<file path="src/rtl/qpu_gate_executor.sv">
// Single-qubit gate executor: 4-deep command FIFO feeding a FETCH/EXEC/MUL/WB FSM
// over real Q2.14 amplitudes. Define QPU_GATE_COUNT_EN to add the gate_count output.
module qpu_gate_executor (
  input  logic        clk,
  input  logic        reset_n,
  input  logic [2:0]  cmd_gate,
  input  logic        cmd_execute,
  output logic [1:0]  status,
  output logic [31:0] display_alpha,
  output logic [31:0] display_beta,
  output logic        gate_busy
`ifdef QPU_GATE_COUNT_EN
  ,
  output logic [15:0] gate_count
`endif
);

  // state   | meaning
  // S_IDLE  | nothing in flight, waiting for the FIFO to fill
  // S_FETCH | pop FIFO head into gate_q
  // S_EXEC  | single-cycle gates resolved; H forms sum/difference
  // S_MUL   | H only: scale sum/difference by 1/sqrt2
  // S_WB    | commit result to alpha/beta
  typedef enum logic [2:0] {S_IDLE, S_FETCH, S_EXEC, S_MUL, S_WB} state_t;

  localparam logic [2:0] G_H = 3'b001;
  localparam logic [2:0] G_X = 3'b010;
  localparam logic [2:0] G_Z = 3'b011;
  localparam logic [2:0] G_Y = 3'b100;
  localparam logic signed [33:0] H_COEF = 34'sd11585;

  state_t state_q, state_d;

  logic [2:0] fifo_q [4];
  logic [1:0] wr_ptr_q, rd_ptr_q;
  logic [2:0] count_q, count_d;
  logic       ovf_q, done_q;
  logic [2:0] gate_q;

  logic signed [16:0] sum_q, dif_q;
  logic signed [15:0] res_a_q, res_b_q;
  logic signed [15:0] alpha_q, beta_q;

  logic push, pop, full;

  function automatic logic signed [15:0] sat16(input logic signed [33:0] v);
    if (v > 34'sd32767)       return 16'sh7FFF;
    else if (v < -34'sd32768) return 16'sh8000;
    else                      return v[15:0];
  endfunction

  function automatic logic signed [15:0] neg16(input logic signed [15:0] v);
    return (v == 16'sh8000) ? 16'sh7FFF : -v;
  endfunction

  assign full = (count_q == 3'd4);
  assign pop  = (state_q == S_FETCH);
  assign push = cmd_execute && (!full || pop);

  always_comb begin
    count_d = count_q + {2'b00, push} - {2'b00, pop};
  end

  always_ff @(posedge clk or negedge reset_n) begin
    if (!reset_n) begin
      wr_ptr_q <= 2'd0;
      rd_ptr_q <= 2'd0;
      count_q  <= 3'd0;
      for (int i = 0; i < 4; i++) fifo_q[i] <= 3'd0;
    end else begin
      if (push) begin
        fifo_q[wr_ptr_q] <= cmd_gate;
        wr_ptr_q         <= wr_ptr_q + 2'd1;
      end
      if (pop) rd_ptr_q <= rd_ptr_q + 2'd1;
      count_q <= count_d;
    end
  end

  always_ff @(posedge clk or negedge reset_n) begin
    if (!reset_n) state_q <= S_IDLE;
    else          state_q <= state_d;
  end

  always_comb begin
    state_d = state_q;
    case (state_q)
      S_IDLE:  if (count_q != 3'd0) state_d = S_FETCH;
      S_FETCH: state_d = S_EXEC;
      S_EXEC:  state_d = (gate_q == G_H) ? S_MUL : S_WB;
      S_MUL:   state_d = S_WB;
      S_WB:    state_d = (count_q != 3'd0) ? S_FETCH : S_IDLE;
      default: state_d = S_IDLE;
    endcase
  end

  logic signed [16:0] a_ext, b_ext;
  logic signed [15:0] exec_a, exec_b;
  logic signed [33:0] prod_s, prod_d;
  logic signed [33:0] shr_s, shr_d;

  assign a_ext = {alpha_q[15], alpha_q};
  assign b_ext = {beta_q[15], beta_q};

  always_comb begin
    exec_a = alpha_q;
    exec_b = beta_q;
    case (gate_q)
      G_X: begin exec_a = beta_q;         exec_b = alpha_q;        end
      G_Z: begin exec_a = alpha_q;        exec_b = neg16(beta_q);  end
      G_Y: begin exec_a = neg16(beta_q);  exec_b = alpha_q;        end
      default: ;
    endcase
  end

  // Arithmetic shift floors toward -inf, matching the fixed-point rounding intent.
  assign prod_s = $signed({{17{sum_q[16]}}, sum_q}) * H_COEF;
  assign prod_d = $signed({{17{dif_q[16]}}, dif_q}) * H_COEF;
  assign shr_s  = prod_s >>> 14;
  assign shr_d  = prod_d >>> 14;

  always_ff @(posedge clk or negedge reset_n) begin
    if (!reset_n) begin
      gate_q  <= 3'd0;
      sum_q   <= 17'sd0;
      dif_q   <= 17'sd0;
      res_a_q <= 16'sh4000;
      res_b_q <= 16'sh0000;
      alpha_q <= 16'sh4000;
      beta_q  <= 16'sh0000;
    end else begin
      case (state_q)
        S_FETCH: gate_q <= fifo_q[rd_ptr_q];
        S_EXEC: begin
          sum_q   <= a_ext + b_ext;
          dif_q   <= a_ext - b_ext;
          res_a_q <= exec_a;
          res_b_q <= exec_b;
        end
        S_MUL: begin
          res_a_q <= sat16(shr_s);
          res_b_q <= sat16(shr_d);
        end
        S_WB: begin
          alpha_q <= res_a_q;
          beta_q  <= res_b_q;
        end
        default: ;
      endcase
    end
  end

  always_ff @(posedge clk or negedge reset_n) begin
    if (!reset_n) begin
      ovf_q  <= 1'b0;
      done_q <= 1'b0;
    end else begin
      if (cmd_execute && full && !pop) ovf_q <= 1'b1;
      if (push)                                         done_q <= 1'b0;
      else if (state_q == S_WB && state_d == S_IDLE)    done_q <= 1'b1;
    end
  end

`ifdef QPU_GATE_COUNT_EN
  logic [15:0] gate_count_q;
  always_ff @(posedge clk or negedge reset_n) begin
    if (!reset_n)              gate_count_q <= 16'd0;
    else if (state_q == S_WB)  gate_count_q <= gate_count_q + 16'd1;
  end
  assign gate_count = gate_count_q;
`endif

  assign gate_busy     = (count_q != 3'd0) || (state_q != S_IDLE);
  assign status        = ovf_q ? 2'b11 : gate_busy ? 2'b01 : done_q ? 2'b10 : 2'b00;
  assign display_alpha = {{16{alpha_q[15]}}, alpha_q};
  assign display_beta  = {{16{beta_q[15]}}, beta_q};

endmodule

</file>
<file path="config.mk">
export PLATFORM = sky130hd
export DESIGN_NAME = qpu_gate_executor
export DESIGN_NICKNAME = d
export VERILOG_FILES = /design/src/rtl/qpu_gate_executor.sv
export SDC_FILE = /design/constraint.sdc
export NUM_CORES = 1
export LEC_CHECK = 0
export ABC_AREA = 1
export BUFFER_PORTS_ARGS = -buffer_cell sky130_fd_sc_hd__buf_2
export CAP_MARGIN = 20
export CORE_MARGIN = 2
export CORE_UTILIZATION = 45
export DETAILED_ROUTE_END_ITERATION = 8
export PLACE_DENSITY_LB_ADDON = 0.12
export SLEW_MARGIN = 20
export SYNTH_ARGS = -nofsm -noshare
export SYNTH_HDL_FRONTEND = slang
export SYNTH_SLANG_ARGS = --single-unit
export TNS_END_PERCENT = 30
</file>
<file path="constraint.sdc">
create_clock -name clk -period 6.3 [get_ports clk]
set_input_delay 0 -clock clk [delete_from_list [all_inputs] [get_ports clk]]
set_output_delay 0 -clock clk [all_outputs]
set_load 0.02 [all_outputs]
</file>
Word level (Yosys, flattened, before mapping)
Index checks and enable logic that the tools add are counted.
{"block": "word_totals", "reg_bits": 125, "latchBits": 0, "ramBits": 0, "romBits": 0, "output_inout_bits": 67, "wordCells": 85, "mem_count": 0}
{"block": "op_classes", "add_sub_neg": 7, "mul": 2, "div": 0, "order_cmp": 7, "n_eq_ne": 10, "n_shift": 0, "n_mux": 24, "bitwise": 2, "n_reduce_logical": 16}
{"cell": "$pmux W16 S2", "n": 4}
{"cell": "$mux W16", "n": 5}
{"cell": "$mul A17 B15 Y32 const B", "n": 2}
{"cell": "$gt A18 B16 Y1 const B", "n": 2}
{"cell": "$lt A18 B16 Y1 const B", "n": 2}
{"cell": "$add A16 B16 Y17", "n": 1}
{"cell": "$sub A16 B16 Y17", "n": 1}
{"cell": "$eq A16 B16 Y1 const B", "n": 1}
{"cell": "$neg A16 Y16", "n": 1}
{"cell": "$mux W3", "n": 5}
{"cell": "$pmux W3 S5", "n": 1}
{"cell": "$bwmux W12", "n": 1}
{"cell": "$eq A3 B2 Y1 const B", "n": 4}
{"cell": "$eq A3 B3 Y1 const B", "n": 3}
{"cell": "$bmux W3 S2", "n": 1}
{"cell": "$demux W3 S2", "n": 1}
{"cell": "$eq A3 B1 Y1 const B", "n": 2}
{"cell": "$ge A3 B3 Y1 const B", "n": 2}
{"cell": "$logic_not A3 Y1", "n": 2}
{"cell": "$mux W2", "n": 3}
{"cell": "$not A2 Y3", "n": 2}
{"cell": "$reduce_bool A3 Y1", "n": 2}
{"cell": "$logic_and A1 B1 Y1", "n": 5}
{"cell": "$add A2 B1 Y2 const B", "n": 2}
{"cell": "other kinds (8)", "n": 13}

Longest topological paths before layout
{"block": "logic_depth", "depth_word": 7, "depth_mapped": 26}

Least setup slack after synthesis
No wires, ideal clock.
{"block": "synth_timing", "path_kind": "register -> register", "startpoint": "register dif_q[16]", "endpoint": "register res_b_q[5]", "setup_time_ps": 121, "arrival_time_ps": 4796, "required_ps": 6179, "path_slack_ps": 1383, "path_stages_with_launch": 24, "path_buffers": 1, "synth_period_minus_slack_ps": 4917, "path_cell_list": "dfrtp_1 ha_1 fa_1 inv_1 fa_1 fa_1 fa_1 ha_1 ha_1 nand2_1 inv_1 nand2_1 nand2_1 nand2_1 nand2_1 a21oi_1 nand3b_1 nand2_1 nand3_1 nand2_4 buf_6 nand2_1 nand2_1 nand2_1"}
{"block": "synth_via", "elab_chain_cells": 5, "elab_cells_between_ends": 6, "cone_classes": "1 x mul; 2 x order compare; 3 x mux"}
{"item": "start, declared", "line_no": "40", "source": "logic signed [16:0] sum_q, dif_q;"}
{"item": "start signal, assigned", "line_no": "136", "source": "dif_q <= a_ext - b_ext;"}
{"item": "$mul A17 B15 Y32 *", "line_no": "118", "source": "assign prod_d = $signed({{17{dif_q[16]}}, dif_q}) * H_COEF;"}
{"item": "$lt A18 B16 Y1", "line_no": "48", "source": "else if (v < -34'sd32768) return 16'sh8000;"}
{"item": "$mux W16", "line_no": "48"}
{"item": "$mux W16 *", "line_no": "47", "source": "if (v > 34'sd32767) return 16'sh7FFF;"}
{"item": "$pmux W16 S2 *", "line_no": "132", "source": "case (state_q)"}
{"item": "end signal, assigned", "line_no": "142", "source": "res_b_q <= sat16(shr_d);"}
{"item": "end, declared", "line_no": "41", "source": "logic signed [15:0] res_a_q, res_b_q;"}
Mark *: on every way between the ends. The rest lies on a longest branch, timed or not.
A chain may end at the register's enable or synchronous reset.

Worst setup path in the final report
{"block": "layout_timing", "startpoint": "register dif_q[16]", "endpoint": "register res_b_q[13]"}
The elaborated chain is that of the path after synthesis.

==> impl_metrics.tcl <==
set metrics [dict create \
    slew_violations 0 \
    via_per_inst 5.24 \
    fin_area_sq_um 17800 \
    finalSetupViolations 0 \
    fmax_ghz 0.187 \
    post-route-period-util 0.850 \
    cts-buffers-inserted 17 \
    path_class "register to register" \
    fillerInstances 3636 \
    drive_above_1_share 0.0827 \
    max_cap_violations 0 \
    vias 13666 \
    synth.largest_area_cell "ha_1" \
    antenna_found_initial 1 \
    grt_max_degree 66 \
    yosysTopAreaCellShare 0.216 \
    ys_ff_latch 124 \
    hp-class "input pin to async pin" \
    cp-start-kind "register" \
    fin_crit_ns 5.36 \
    dp_hpwl_mm 37.8 \
    grt_pass1_vias 13923 \
    wl_per_cell_um 17.9 \
    dr.pass1.iters 6 \
    clk-insertion-delay-late_ns 0.43 \
    detail_route.iter0.violations 953 \
    path_clk_slew_ns 0.07 \
    synth-main-ff-cell "dfrtp_1" \
    cts_tree "built" \
    max_slew_margin 0.332 \
    initial_core_util 0.454 \
    async_flop_share 1.00 \
    yosysUniqueCellTypes 51 \
    overflow 0 \
    fin_skew_ns 0.0148 \
    path_delay_family "adder cells" \
    syn2layout_area_growth_pct 7.60 \
    die_area_sq_um 38200 \
    path_max_fanout 15 \
    required_ns 6.61 \
    clkSinkCount 124 \
    die-width_um 195 \
    yosys.cell_count.top_type "nand2_1" \
    htreeDepth 4 \
    status "finished, final reports clean" \
    cp_data_arrival_time_ns 5.67 \
    worst_slew_pin_slew_ns 1.00 \
    crit_slowest_cell "dfrtp_1" \
    rsz0062_at_grt "false" \
    endpoint_kind "register" \
    synthTopCellsByCount "526 x nand2_1, 343 x inv_1, 285 x ha_1" \
    routabilityCongestion 0.914 \
    synth.area.top_cells "ha_1 22%, dfrtp_1 19%, fa_1 16%, nand2_1 12%, inv_1 7.8%" \
    route.detailed.drc 0 \
    synth_cells 2094 \
    dpl.cell_count 2571 \
    stdcell_count 2609 \
    ios 73 \
    wl_mm 46.7 \
    io_buffers 72 \
    hold_viol_final 0 \
    ys_warn_count 0 \
    layout.nets 2547 \
    avgSynthCellArea_sq_um 7.88 \
    synthesis.area_sq_um 16500 \
    dpl_cell_area_sq_um 17100 \
    coreArea_sq_um 36300 \
    synth_nets 2514 \
    cp_cell_sequence "buf_4, ha_1, inv_1, fa_1, inv_1, fa_1, fa_1, fa_1, ha_1, ha_1, nand2_1, inv_1, a21oi_1, o21ai_0, a21oi_1, nand3_1, nand2_2, inv_2, nand2_4, nand2_1, nand2_1, nand2_1" \
    worst_path_largest_cell_delay_ns 0.55 \
    root_buffer "clkbuf_16" \
    cp_num_buf_inv 5 \
    setup-tns-final_ns 0 \
    synth-edff-count 0 \
    ys_seq_area_frac 0.188 \
    track_usage 0.258 \
    rows 70 \
    die_h_um 195 \
    grt_pass1_wl_mm 77.3 \
    antenna_left 0 \
    clockBufferDepth 2 \
]
state kept, by name, summed over array words and instances (netlist names), 12 cells and up:
register,count
alpha_q,16
sum_q,17
fifo_q,12
res_b_q,16
res_a_q,16
beta_q,16
dif_q,16
cells by family (layout without fill, tap and decap cells):
logic type / Yosys count / in the layout / share of synthesized area
AOI/OAI and AO/OA: 272 / 272 / 0.0957
muxes: 10 / 10 / 0.00683
buffers and inverters: 431 / 477 / 0.108
DFF: 124 / 124 / 0.188
other: 0 / 1 / 0
xor gates and xnor gates: 46 / 46 / 0.0244
and+or+nand+nor: 797 / 797 / 0.204
adders and majority gates: 414 / 414 / 0.373
layer usage:
metal  share of wire  vias to the layer above  track usage
met5               0                        -            0
met4           0.021                        0       0.0667
met3           0.041                       51       0.0278
met2            0.46                      319        0.412
met1            0.48                     6551        0.374
li1                -                     6745            -
layout make-up:
type                            count  area [sq um]  share of cell area
Antenna cell                        1          2.50            0.000141
Clock buffer                       18           439              0.0247
Clock inverter                     14           174             0.00980
Inverter                          361          1360              0.0763
Multi-Input combinational cell   1539         11600               0.655
Sequential cell                   124          3110               0.175
Tap cell                          468           586              0.0330
Timing Repair Buffer               84           465              0.0262
final timing paths:
kind                                        from                      end  slack (ns)  cells after the start
max                        dif_q[16]$_DFFE_PN0P_  res_b_q[13]$_DFFE_PN0P_        0.94                     22
min reg2reg                    ovf_q$_DFFE_PN0P_        ovf_q$_DFFE_PN0P_        0.47                      2
max in group asynchronous                reset_n     sum_q[0]$_DFFE_PN0P_        4.74                      3
min in group clk                     cmd_execute        ovf_q$_DFFE_PN0P_        0.37                      4
min                                      reset_n   fifo_q[11]$_DFFE_PN0P_        0.23                      2
max reg2reg                dif_q[16]$_DFFE_PN0P_  res_b_q[13]$_DFFE_PN0P_        0.94                     22
layout by cell type (no fill, tap or decap), types with 6 or more instances in the layout:
cell type    n
xor2_1      33
a22oi_1     15
o21bai_1     8
inv_2       13
ha_1       285
nand4_1     26
a21o_1       6
nand2_2      7
o211ai_1    14
buf_2       71
o21ai_1      6
nor2_1     110
o21ai_0     82
buf_4        8
a2bb2oi_1    9
nand3_1     74
a21oi_1    107
fa_1       129
dfrtp_1    122
mux2_2      10
clkbuf_16   17
nand2_1    525
inv_1      343
nor2_2       7
nor3_1      16
xnor2_1     13
worst register-to-register path, stage by stage, from the launching register on:
cell     delay, ns
dfrtp_1       0.55
buf_4         0.27
ha_1          0.27
inv_1         0.05
fa_1          0.50
inv_1         0.05
fa_1          0.47
fa_1          0.52
fa_1          0.51
ha_1          0.32
ha_1          0.36
nand2_1       0.11
inv_1         0.06
a21oi_1       0.17
o21ai_0       0.16
a21oi_1       0.20
nand3_1       0.11
nand2_2       0.15
inv_2         0.06
nand2_4       0.16
nand2_1       0.09
nand2_1       0.06
nand2_1       0.05
timing repair:
action / in CTS / in global routing
buffers inserted: 0 / 0
endpoints found under the setup margin: 0 / 0
hold endpoints to repair: 77 / 0
resized for setup: 0 / 0
hold buffers: 5 / 0
through the flow:
step / hold slack [ns] / worst slack, ns / utilization
floorplan: -0.296 / 1.38 / -
global placement: 0.179 / 1.01 / 0.470
detailed placement: 0.186 / 0.971 / 0.470
CTS: 0.261 / 0.915 / 0.488
global route: 0.297 / 0.564 / 0.488
finish: 0.233 / 0.943 / 0.488
Power is left out: the tool's default activity adds up to more than one toggle a clock period on the data nets, which glitch-free logic cannot reach.
